## src/rtl/mby_mc_table_rsp.sv

```systemverilog
// MC shared table responder: accepts EGR lookups, issues fixed-latency table SRAM
// reads and returns in-order responses through a credit-guarded response FIFO.
module mby_mc_table_rsp #(
  parameter int ADDR_W      = 12,
  parameter int NUM_ENTRIES = 3072,
  parameter int DATA_W      = 64,
  parameter int TAG_W       = 4,
  parameter int MEM_LAT     = 2,
  parameter int RSP_DEPTH   = 4
) (
  input  logic              cclk,
  input  logic              rst_n,
  input  logic              req_valid,
  input  logic [ADDR_W-1:0] req_addr,
  input  logic [TAG_W-1:0]  req_tag,
  output logic              ack,
  output logic              rsp_valid,
  input  logic              rsp_ready,
  output logic [DATA_W-1:0] rsp_data,
  output logic [TAG_W-1:0]  rsp_tag,
  output logic              rsp_err,
  input  logic              mem_gnt,
  output logic              mem_rd_en,
  output logic [ADDR_W-1:0] mem_rd_addr,
  input  logic [DATA_W-1:0] mem_rd_data,
  output logic [15:0]       req_cnt,
  output logic [15:0]       err_cnt
);

  // The registered output slot is one of the RSP_DEPTH entries, so the array
  // behind it only needs RSP_DEPTH-1 locations.
  localparam int FIFO_D = RSP_DEPTH - 1;
  localparam int PTR_W  = (FIFO_D > 1) ? $clog2(FIFO_D) : 1;
  localparam int CNT_W  = $clog2(RSP_DEPTH + 1);
  localparam int ENT_W  = 1 + TAG_W + DATA_W;

  logic [1:0]        rst_sync_q;
  logic              rst_i;
  logic              addr_err;
  logic              pop;
  logic              slot_load;
  logic              fifo_empty;
  logic              fifo_rd;
  logic              fifo_wr;
  logic              wr_vld;
  logic              wr_err;
  logic [TAG_W-1:0]  wr_tag;
  logic [DATA_W-1:0] wr_data;
  logic [ENT_W-1:0]  wr_ent;
  logic [CNT_W-1:0]  credits;
  logic [CNT_W-1:0]  fifo_cnt;
  logic [PTR_W-1:0]  rd_ptr;
  logic [PTR_W-1:0]  wr_ptr;
  logic [MEM_LAT-1:0] pipe_vld;
  logic [MEM_LAT-1:0] pipe_err;
  logic [TAG_W-1:0]  pipe_tag [MEM_LAT];
  logic [ENT_W-1:0]  fifo_mem [FIFO_D];

  function automatic logic [PTR_W-1:0] ptr_inc(input logic [PTR_W-1:0] p);
    return (p == PTR_W'(FIFO_D - 1)) ? '0 : p + 1'b1;
  endfunction

  // Reset asserts asynchronously but is released on a clock edge.
  always_ff @(posedge cclk or negedge rst_n) begin
    if (!rst_n) rst_sync_q <= 2'b00;
    else        rst_sync_q <= {rst_sync_q[0], 1'b1};
  end
  assign rst_i = rst_sync_q[1];

  assign addr_err    = 32'(req_addr) >= 32'(NUM_ENTRIES);
  assign ack         = rst_i & req_valid & (credits != '0) & (mem_gnt | addr_err);
  assign mem_rd_en   = ack & ~addr_err;
  assign mem_rd_addr = mem_rd_en ? req_addr : '0;

  // Request sideband travels alongside the SRAM read so it lines up with mem_rd_data.
  always_ff @(posedge cclk or negedge rst_i) begin
    if (!rst_i) begin
      pipe_vld <= '0;
      pipe_err <= '0;
      for (int i = 0; i < MEM_LAT; i++) pipe_tag[i] <= '0;
    end else begin
      pipe_vld[0] <= ack;
      pipe_err[0] <= addr_err;
      pipe_tag[0] <= req_tag;
      for (int i = 1; i < MEM_LAT; i++) begin
        pipe_vld[i] <= pipe_vld[i-1];
        pipe_err[i] <= pipe_err[i-1];
        pipe_tag[i] <= pipe_tag[i-1];
      end
    end
  end

  assign wr_vld  = pipe_vld[MEM_LAT-1];
  assign wr_err  = pipe_err[MEM_LAT-1];
  assign wr_tag  = pipe_tag[MEM_LAT-1];
  assign wr_data = wr_err ? '0 : mem_rd_data;
  assign wr_ent  = {wr_err, wr_tag, wr_data};

  assign pop        = rsp_valid & rsp_ready;
  assign slot_load  = ~rsp_valid | pop;
  assign fifo_empty = (fifo_cnt == '0);
  assign fifo_rd    = slot_load & ~fifo_empty;
  // An arriving entry bypasses the array when the slot is free and nothing is queued.
  assign fifo_wr    = wr_vld & ~(slot_load & fifo_empty);

  always_ff @(posedge cclk) begin
    if (fifo_wr) fifo_mem[wr_ptr] <= wr_ent;
  end

  always_ff @(posedge cclk or negedge rst_i) begin
    if (!rst_i) begin
      rd_ptr   <= '0;
      wr_ptr   <= '0;
      fifo_cnt <= '0;
    end else begin
      if (fifo_wr) wr_ptr <= ptr_inc(wr_ptr);
      if (fifo_rd) rd_ptr <= ptr_inc(rd_ptr);
      case ({fifo_wr, fifo_rd})
        2'b10:   fifo_cnt <= fifo_cnt + 1'b1;
        2'b01:   fifo_cnt <= fifo_cnt - 1'b1;
        default: fifo_cnt <= fifo_cnt;
      endcase
    end
  end

  always_ff @(posedge cclk or negedge rst_i) begin
    if (!rst_i) begin
      rsp_valid <= 1'b0;
      rsp_data  <= '0;
      rsp_tag   <= '0;
      rsp_err   <= 1'b0;
    end else if (slot_load) begin
      if (!fifo_empty) begin
        rsp_valid                     <= 1'b1;
        {rsp_err, rsp_tag, rsp_data}  <= fifo_mem[rd_ptr];
      end else if (wr_vld) begin
        rsp_valid                     <= 1'b1;
        {rsp_err, rsp_tag, rsp_data}  <= wr_ent;
      end else begin
        rsp_valid <= 1'b0;
      end
    end
  end

  // Credit comes back on the pop edge, so ack never sees rsp_ready combinationally.
  always_ff @(posedge cclk or negedge rst_i) begin
    if (!rst_i) begin
      credits <= CNT_W'(RSP_DEPTH);
    end else begin
      case ({ack, pop})
        2'b10:   credits <= credits - 1'b1;
        2'b01:   credits <= credits + 1'b1;
        default: credits <= credits;
      endcase
    end
  end

  always_ff @(posedge cclk or negedge rst_i) begin
    if (!rst_i) begin
      req_cnt <= '0;
      err_cnt <= '0;
    end else if (ack) begin
      req_cnt <= req_cnt + 16'd1;
      if (addr_err && (err_cnt != 16'hFFFF)) err_cnt <= err_cnt + 16'd1;
    end
  end

`ifndef SYNTHESIS
  int inflight;
  always_comb begin
    inflight = 0;
    for (int i = 0; i < MEM_LAT; i++) inflight += int'(pipe_vld[i]);
  end

  credit_balance_a: assert property (@(posedge cclk) disable iff (!rst_i)
    (int'(fifo_cnt) + int'(rsp_valid) + inflight + int'(credits) == RSP_DEPTH));
`endif

endmodule

```

## config.mk

```make
export PLATFORM = sky130hd
export DESIGN_NAME = mby_mc_table_rsp
export DESIGN_NICKNAME = d
export VERILOG_FILES = /design/src/rtl/mby_mc_table_rsp.sv
export SDC_FILE = /design/constraint.sdc
export NUM_CORES = 1
export LEC_CHECK = 0
export CORE_MARGIN = 4
export CORE_UTILIZATION = 40
export CTS_CLUSTER_SIZE = 14
export DETAILED_ROUTE_END_ITERATION = 10
export SETUP_SLACK_MARGIN = 0.5
export SLEW_MARGIN = 20
export SYNTH_ARGS = -nofsm -noshare
export SYNTH_HDL_FRONTEND = slang
export SYNTH_SLANG_ARGS = --single-unit
export TNS_END_PERCENT = 100
```

## constraint.sdc

```tcl
create_clock -name cclk -period 4.8 [get_ports cclk]
set_input_delay 0.48 -clock cclk [delete_from_list [all_inputs] [get_ports cclk]]
set_output_delay 0.48 -clock cclk [all_outputs]
set_load 0.02 [all_outputs]
```

### After elaboration in Yosys (flattened, before gate mapping)

Memory sizes are Yosys's and may differ from the RTL's.
Index checks and enable logic that the tools add are counted.

* add/subtract/negate cells: 8
* order comparisons: 1
* equality and inequality tests: 8
* muxes and demuxes: 16
* bitwise gates (word level): 14
* reduce and logical (&&, ||, !) cells: 7

Operators by type and width (number)
* 2-to-1 mux 64 bit: 3
* adder 16 x 1 -> 16 bit (second input constant): 2
* != test 16 bit (second input constant): 1
* greater-or-equal comparator 12 bit (second input constant): 1
* 2-to-1 mux 12 bit: 1
* one-hot mux 3 bit (2 select lines): 2
* AND 1 bit: 8
* == test 2 bit (second input constant): 4
* 2-to-1 mux 4 bit: 2
* adder 3 x 1 -> 3 bit (second input constant): 2
* 2-to-1 mux 1 bit: 6
* subtractor 3 x 1 -> 3 bit (second input constant): 2
* adder 2 x 1 -> 2 bit (second input constant): 2
* == test 2 x 1 -> 1 bit (second input constant): 2
* 2-to-1 mux 2 bit: 2
* inverter 1 bit: 4
* AND reduction 2 bit: 2
* nonzero test 2 bit: 2
* zero test 3 bit: 1
* nonzero test 3 bit: 1
* != test 2 x 1 -> 1 bit (second input constant): 1
* OR 1 bit: 2
* logical AND 1 bit: 1

* register bits: 126
* bits in writable memories: 207
* bits of input ports: 85
* output and inout bits: 116
* memories: 1

Memory list
* fifo_mem: depth 3, bits a word 69, read ports 1, clocked after memory_dff 0, write ports 1, line 57 `logic [ENT_W-1:0] fifo_mem [FIFO_D];`

### Longest topological paths before layout

Gate-level depths: netlist of run 1.

* depth in word-level cells: 7
* depth in mapped cells: 11

### Least setup slack after synthesis of run 1

OpenSTA, ideal clock, no wires.

* kind: register -> register
* start: reg rsp_valid
* end: mem fifo_mem[1][0] (netlist bit), enable pin
* setup time: 598 ps
* arrival time: 5889 ps
* data required time: 4202 ps
* setup slack: -1687 ps
* cell stages (with the launch flop): 4
* clock period less this slack: 6487 ps
* path through: dfrtp_1 nor2b_1 o21ai_2 nor3b_1

* longest elaborated chain between the ends: 7

Ends and longest elaborated chain
* start: declaration: line 17 `output logic rsp_valid,`
* start signal: assignment: line 128 `rsp_valid <= 1'b0;`
* start signal: assignment: line 134 `rsp_valid <= 1'b1;`
* start signal: assignment: line 137 `rsp_valid <= 1'b1;`
* AND 1 bit or inverter 1 bit (tied branches): line 99, 100
* OR 1 bit *: line 100 `assign slot_load = ~rsp_valid | pop;`
* AND 1 bit *: line 104 `assign fifo_wr = wr_vld & ~(slot_load & fifo_empty);`
* inverter 1 bit *: line 104
* AND 1 bit *: line 104
* 2-to-1 mux 1 bit *: line 107 `if (fifo_wr) fifo_mem[wr_ptr] <= wr_ent;`
* 2-to-1 mux 1 bit (implied by the code) *: line 107
* end: declaration: line 57

Every way passes the cells marked *; elsewhere a longest branch is shown, timed or not.

### Final worst setup path of run 1

* start: reg rst_sync_q[1]
* end: out mem_rd_addr[0]

* longest elaborated chain between the ends: 5

Ends and longest elaborated chain
* start: declaration: line 37 `logic [1:0] rst_sync_q;`
* start signal: assignment: line 66 `else rst_sync_q <= {rst_sync_q[0], 1'b1};`
* AND 1 bit (3 in a row): line 71 `assign ack = rst_i & req_valid & (credits != '0) & (mem_gnt | addr_err);`
* AND 1 bit: line 72 `assign mem_rd_en = ack & ~addr_err;`
* 2-to-1 mux 12 bit: line 73 `assign mem_rd_addr = mem_rd_en ? req_addr : '0;`
* end: declaration: line 24 `output logic [ADDR_W-1:0] mem_rd_addr,`

No other way between the ends.

==> metrics.cfg, run 1 <==
[clock_network]
cts_sinks = 333
cts_tree = built
cts-resized-gates = 0
clkLatencyLatePin_ns = 0.51
post_cts_buffers = 0
cts_buffers = 37
ctsLongestPathBuffers = 3
cts_hold_repair.buffers = 0
htreeDepth = 2
cts-root-buf = clkbuf_16
clkTransAtPathRegs_ns = 0.06

[global_routing]
grt_pass1_vias = 8668
grt_usage_pct = 15.9
grt_max_degree = 131
grt_pass1_wl_um = 48500
overflow = 0
antenna_found_initial = 2

[die]
rows = 67
dieArea_mm2 = 0.0374
die_y_um = 193
dieWidth_um = 193
io_pins = 201
start_util_pct = 40.7
core_mm2 = 0.0337

[placement]
gp_congestion = 0.778
dpl.hpwl_um = 17900
io_buffer_count = 200
dpl-instance-area_mm2 = 0.0162

[yosys]
syn-num-nets = 1110
yosysSeqAreaShare_pct = 68.2
netlist_area_mm2 = 0.0137
yosysTopAreaCell = edfxtp_1
yosysMostFrequentCell = edfxtp_1
synth_top_area_share_pct = 45.3
postSynth.asyncResetShare_pct = 37.8
ys_seq_elements = 333
ys_types = 44
yosys-top-cells-count = edfxtp_1 (207), nand2_1 (152), mux2i_1 (135), dfrtp_1 (125), o21ai_0 (85)
synth.area.top_cells = edfxtp_1 (45%), dfrtp_1 (23%), mux2i_1 (9.8%)
synthCells = 1019
ys_warn_count = 0
avgSynthCellArea_um2 = 13.5
synth_edf_count = 207
synthFlopType = edfxtp_1

[timing]
hold_viol_final = 0
fin_skew_ns = 0.0114
slew_viol_final = 0
setup_viol = 0
finalSetupTns_ns = 0
relSlewSlack_pct = 23.7
min_period_ns = 3.64
post-route-period-util_pct = 75.8
rsz0062_at_grt = false
worst_pin_slew_ns = 1.14
fmax_ghz = 0.275

[worst_setup_path]
cp-end-kind = output port
path_class = reg2out
cp.required_ns = 4.32
critPathMaxFanout = 36
startpoint_type = flip-flop
critPathArrivalTime_ns = 3.16
worstRegToRegCells = 5

[routing]
drc = 0
drt_iter0_markers = 320
routed_via_density = 4.90
ant_nets = 0
vias = 8297
wl_per_cell_um = 17.5
wirelength_um = 29600
detail_route.first_pass.iterations = 5

[finish]
num-nets-final = 1308
postLayoutCellArea_mm2 = 0.0174
area_delta_synth_final_pct = 26.6
antennaDiodeCount = 0
post_route_cells_drive_above_1_share_pct = 6.74

[flow_run]
drv_cap = 0

[power]
peakVddDrop_mv = 0.296
power_density_mw_per_mm2 = 556
p_leak_nw = 6.87

[hold_path]
hold_path.class = in2async

[outcome]
status = finished clean

[state kept, by name (all words and copies together), names as in the netlist]
register	count
pipe_tag	4
pipe_err	2
credits	3
pipe_vld	2
rsp_data	64
fifo_cnt	3
wr_tag	4
wr_ptr	2
req_cnt	16
rsp_tag	4
rsp_valid	1
err_cnt	16
rst_sync_q	2
rd_ptr	2
rsp_err	1
fifo_mem	207
[final cells by class]
cell class	instances	area, µm²
fillers	2936	16300
multi-input cells	625	4070
repair buffers	214	2140
inverters	6	22.5
flip-flops and latches	333	9380
clock inverters	13	119
clock buffers	55	1090
well taps	448	561
[path summary, 6_finish.rpt]
check	startpoint	end	slack [ns]
setup / recovery	rst_sync_q[1]	mem_rd_addr[0]	1.16
hold / removal	rst_n	rst_sync_q[0]	0.13
setup reg to reg	fifo_cnt[0]	rsp_data[22]	2.16
hold reg to reg	rst_sync_q[1]	err_cnt[14]	0.32
max in group asynchronous	rst_sync_q[1]	rd_ptr[1]	2.75
min in group cclk	pipe_tag[4]	wr_tag[0]	0.35
[power breakdown]
group	switching [mW]	internal [mW]
clock network	1.09	1.68
registers	0.488	3.57
logic	1.49	1.35
total	3.07	6.60
[metrics by stage]
| step | instances | utilization [%] | worst slack, ns | hold slack [ns] | total power, mW |
|---|---|---|---|---|---|
| floorplan | 1019 | - | 0.781 | 0.184 | 5.86 |
| global placement | 1626 | 48.0 | 1.59 | 0.321 | 6.98 |
| detailed placement | 1626 | 48.0 | 1.51 | 0.330 | 7.02 |
| CTS | 1694 | 51.6 | 1.03 | 0.112 | 9.82 |
| global route | 1694 | 51.6 | 0.797 | 0.116 | 10.2 |
| finish | 1694 | 51.6 | 1.16 | 0.132 | 9.67 |
[kinds of logic after synthesis]
family,share of synthesized area (%)
AO/OA/AOI/OAI,5.93
multiplexers,10.1
AND/OR/NAND/NOR,10.3
buffers and inverters,2.50
flip-flops,68.2
other,0.0273
adder cells (fa/ha/maj),0.656
XOR/XNOR,2.23
[per-layer routing]
metal  part of all wire (%)  up-vias  wire (µm)  track usage [%]
li1                       -     4048          -                -
met1                     45     4022      13400             21.3
met2                     47      188      13800             26.2
met3                    6.6       35       1970             4.66
met4                    1.4        4        425             3.15
met5                  0.091        -         27                0
[critical path: stages (launching register included)]
cell	delay [ns]
dfrtp_4	0.77
o311ai_1	0.25
nor3b_1	0.78
and2_1	0.23
clkdlybuf4s50_1	0.61
[layout by cell type (no fill, tap or decap), drive strengths merged, types with 14 or more instances in the layout]
cell / n
nand2: 152
xnor2: 15
nor2b: 65
o21ai: 139
buf: 14
clkdlybuf4s50: 200
mux2i: 135
clkbuf: 55
and2: 14
edfxtp: 207
xor2: 20
dfrtp: 125
Power figures use the tool's default switching activity.
==> run 2, diff against run 1 <==
==> constraint.sdc (replaced) <==
create_clock -name cclk -period 3.3 [get_ports cclk]
set_input_delay 0.33 -clock cclk [delete_from_list [all_inputs] [get_ports cclk]]
set_output_delay 0.33 -clock cclk [all_outputs]
set_load 0.02 [all_outputs]
==> run 2 against run 1 <==
  * Via count rose by 0.69%
  * Flip-flop and latch count unchanged
  * Critical path type unchanged
  * Global-route usage down 0.32 points
==> metrics.cfg, run 2 (synthesis gave the netlist of run 1 again) <==
[placement]
dpl.hpwl_um = 18000  ; +0.43%
gp_congestion = 0.773  ; -0.64%
dpl-instance-area_mm2 = 0.0163  ; +0.66%
place_ws_ns = 0.710  ; -0.802 ns
place_inst = 1633  ; +0.43%
io_buffer_count = 200  ; unchanged

[routing]
wirelength_um = 29500  ; -0.50%
wl_per_cell_um = 17.3  ; -0.96%
drc = 0  ; unchanged
detail_route.first_pass.iterations = 4  ; -1
ant_nets = 0  ; unchanged
routed_via_density = 4.91  ; +0.21%
vias = 8354  ; +0.69%
drt_iter0_markers = 458  ; +43%

[worst_setup_path]
cp_slowest_cell = clkdlybuf4s50_1
path_delay_family = buffers and inverters
startpoint_type = flip-flop
rr_endpoint = fifo_cnt[2]
critPathArrivalTime_ns = 2.37  ; -0.79 ns
worstRegToRegCells = 10  ; +5
reg2reg_from = fifo_cnt[0]
critPathMaxFanout = 9  ; -75%
rrSetupSlack_ns = 0.90  ; -1.26 ns
cp-end-kind = output port
slowest_delay_ns = 0.59  ; -0.19 ns
path_class = reg2out
cp.required_ns = 2.97  ; -1.35 ns
path_buf_inv = 2  ; +1
worstPathCellList = o311a_1 > o21ai_2 > clkinvlp_4 > clkdlybuf4s50_1

[clock_network]
cts_tree = built
clkLatencyLatePin_ns = 0.52  ; about the same
cts-root-buf = clkbuf_16
cts_buffers = 37  ; unchanged
htreeDepth = 2  ; unchanged
ctsLongestPathBuffers = 3  ; unchanged
cts_sinks = 333  ; unchanged
clkTransAtPathRegs_ns = 0.06  ; about the same

[timing]
worst_pin_slew_ns = 0.852  ; -0.292 ns
min_period_ns = 2.70
finalSetupTns_ns = 0  ; unchanged
hold_viol_final = 0  ; unchanged
fin_ws_ns = 0.602  ; -0.561 ns
fmax_ghz = 0.371
setup_viol = 0  ; unchanged
hold_slack_ns = 0.263  ; +0.131 ns
rsz0062_at_grt = true
post-route-period-util_pct = 81.8
slew_viol_final = 0  ; unchanged
relSlewSlack_pct = 42.7  ; +19 points
fin_skew_ns = 0.0171  ; +0.00569 ns

[finish]
layout_common_cells = edfxtp_1 (207), clkdlybuf4s50_1 (200), nand2_1 (152), mux2i_1 (135), dfrtp_1 (120)
stdcell_count = 1702  ; +0.47%
num-nets-final = 1316  ; +0.61%
postLayoutCellArea_mm2 = 0.0175  ; +0.90%
area_delta_synth_final_pct = 27.7
largest_reg_flops = 207  ; unchanged
final_common_cell = edfxtp_1
final_util_pct = 52.0  ; +0.46 points
top_regs = fifo_mem (207), rsp_data (64)
top_register = fifo_mem
multi_input_area_mm2 = 0.00409  ; +0.55%
fillers = 2902  ; -1.2%
antennaDiodeCount = 0  ; unchanged
seq_area_mm2 = 0.00938  ; about the same
post_route_cells_drive_above_1_share_pct = 7.58  ; +0.83 points

[power]
power_density_mw_per_mm2 = 809  ; +45%
p_total_mw = 14.2  ; +47%
p_leak_nw = 6.93  ; +0.84%
peakVddDrop_mv = 0.472  ; +59%

[global_routing]
grt_pass1_vias = 8645  ; -0.27%
overflow = 0  ; unchanged
grt_pass1_wl_um = 47900  ; -1.1%
grt_max_degree = 125  ; -4.6%
grt_usage_pct = 15.6  ; -0.32 points
antenna_found_initial = 1  ; -1

[die]
die_y_um = 193  ; unchanged
io_pins = 201  ; unchanged
start_util_pct = 40.7  ; unchanged
rows = 67  ; unchanged
dieWidth_um = 193  ; unchanged
dieArea_mm2 = 0.0374  ; unchanged
core_mm2 = 0.0337  ; unchanged

[outcome]
status = finished clean

[hold_path]
hold_end = pipe_tag[6]
min_from = req_tag[2]
hold_path.class = in2reg
hold_depth = 1

[flow_run]
drv_cap = 0  ; unchanged

==> run 2: changes by cell type in the layout (fill, tap and decap cells not counted), sizes merged <==
cell / before / now
buf: 14 / 21
clkbuf: 55 / 52
clkinv: 10 / 8
clkinvlp: 1 / 5
dlygate4sd3: 0 / 1
inv: 6 / 7
==> run 2: repair_timing <==
item                                    CTS  global route
endpoints found under the hold margin     2             0
resized for setup                         0             2
endpoints found under the setup margin    0            13
setup buffers                             0             0
hold buffers                              1             0
==> run 2: area by class of cell <==
cell class	instances	area share, %
Sequential cell	333	53.5
Multi-Input combinational cell	625	23.3
Timing Repair Buffer	222	12.8
Clock buffer	52	6.20
Tap cell	448	3.20
Clock inverter	16	0.835
Inverter	6	0.150
==> run 2: how the worst max path moves through the flow <==
| stage | from | cells after the start | endpoint |
|---|---|---|---|
| 2_1_floorplan | rsp_valid | 3 | fifo_mem[1][0] |
| 3_3_place_gp | rsp_ready | 10 | fifo_cnt[2] |
| 3_5_place_dp | rsp_ready | 10 | fifo_cnt[2] |
| 4_1_cts | credits[0] | 5 | mem_rd_addr[0] |
| 5_1_grt | credits[0] | 4 | ack |
| 6_report | credits[0] | 4 | ack |
==> run 2: metal layers <==
metal,vias up,track usage (%),routed length [µm]
met5,-,0,13
li1,4069,-,-
met1,4029,21.5,13500
met2,213,24.4,13400
met3,41,4.77,2100
met4,2,3.88,525
==> run 2: worst reg2reg max path, delay by kind of cell, from the launching register on <==
family	cells	cell delay, ns
buffers and inverters	3	0.58
adders and majority gates	2	0.55
xor gates and xnor gates	2	0.29
DFF	1	0.40
and+or+nand+nor	3	0.50
==> run 2: power breakdown <==
group          internal, mW  switching (mW)
clock network          2.47            1.62
registers              5.20           0.582
logic                  1.99            2.32
total                  9.66            4.52
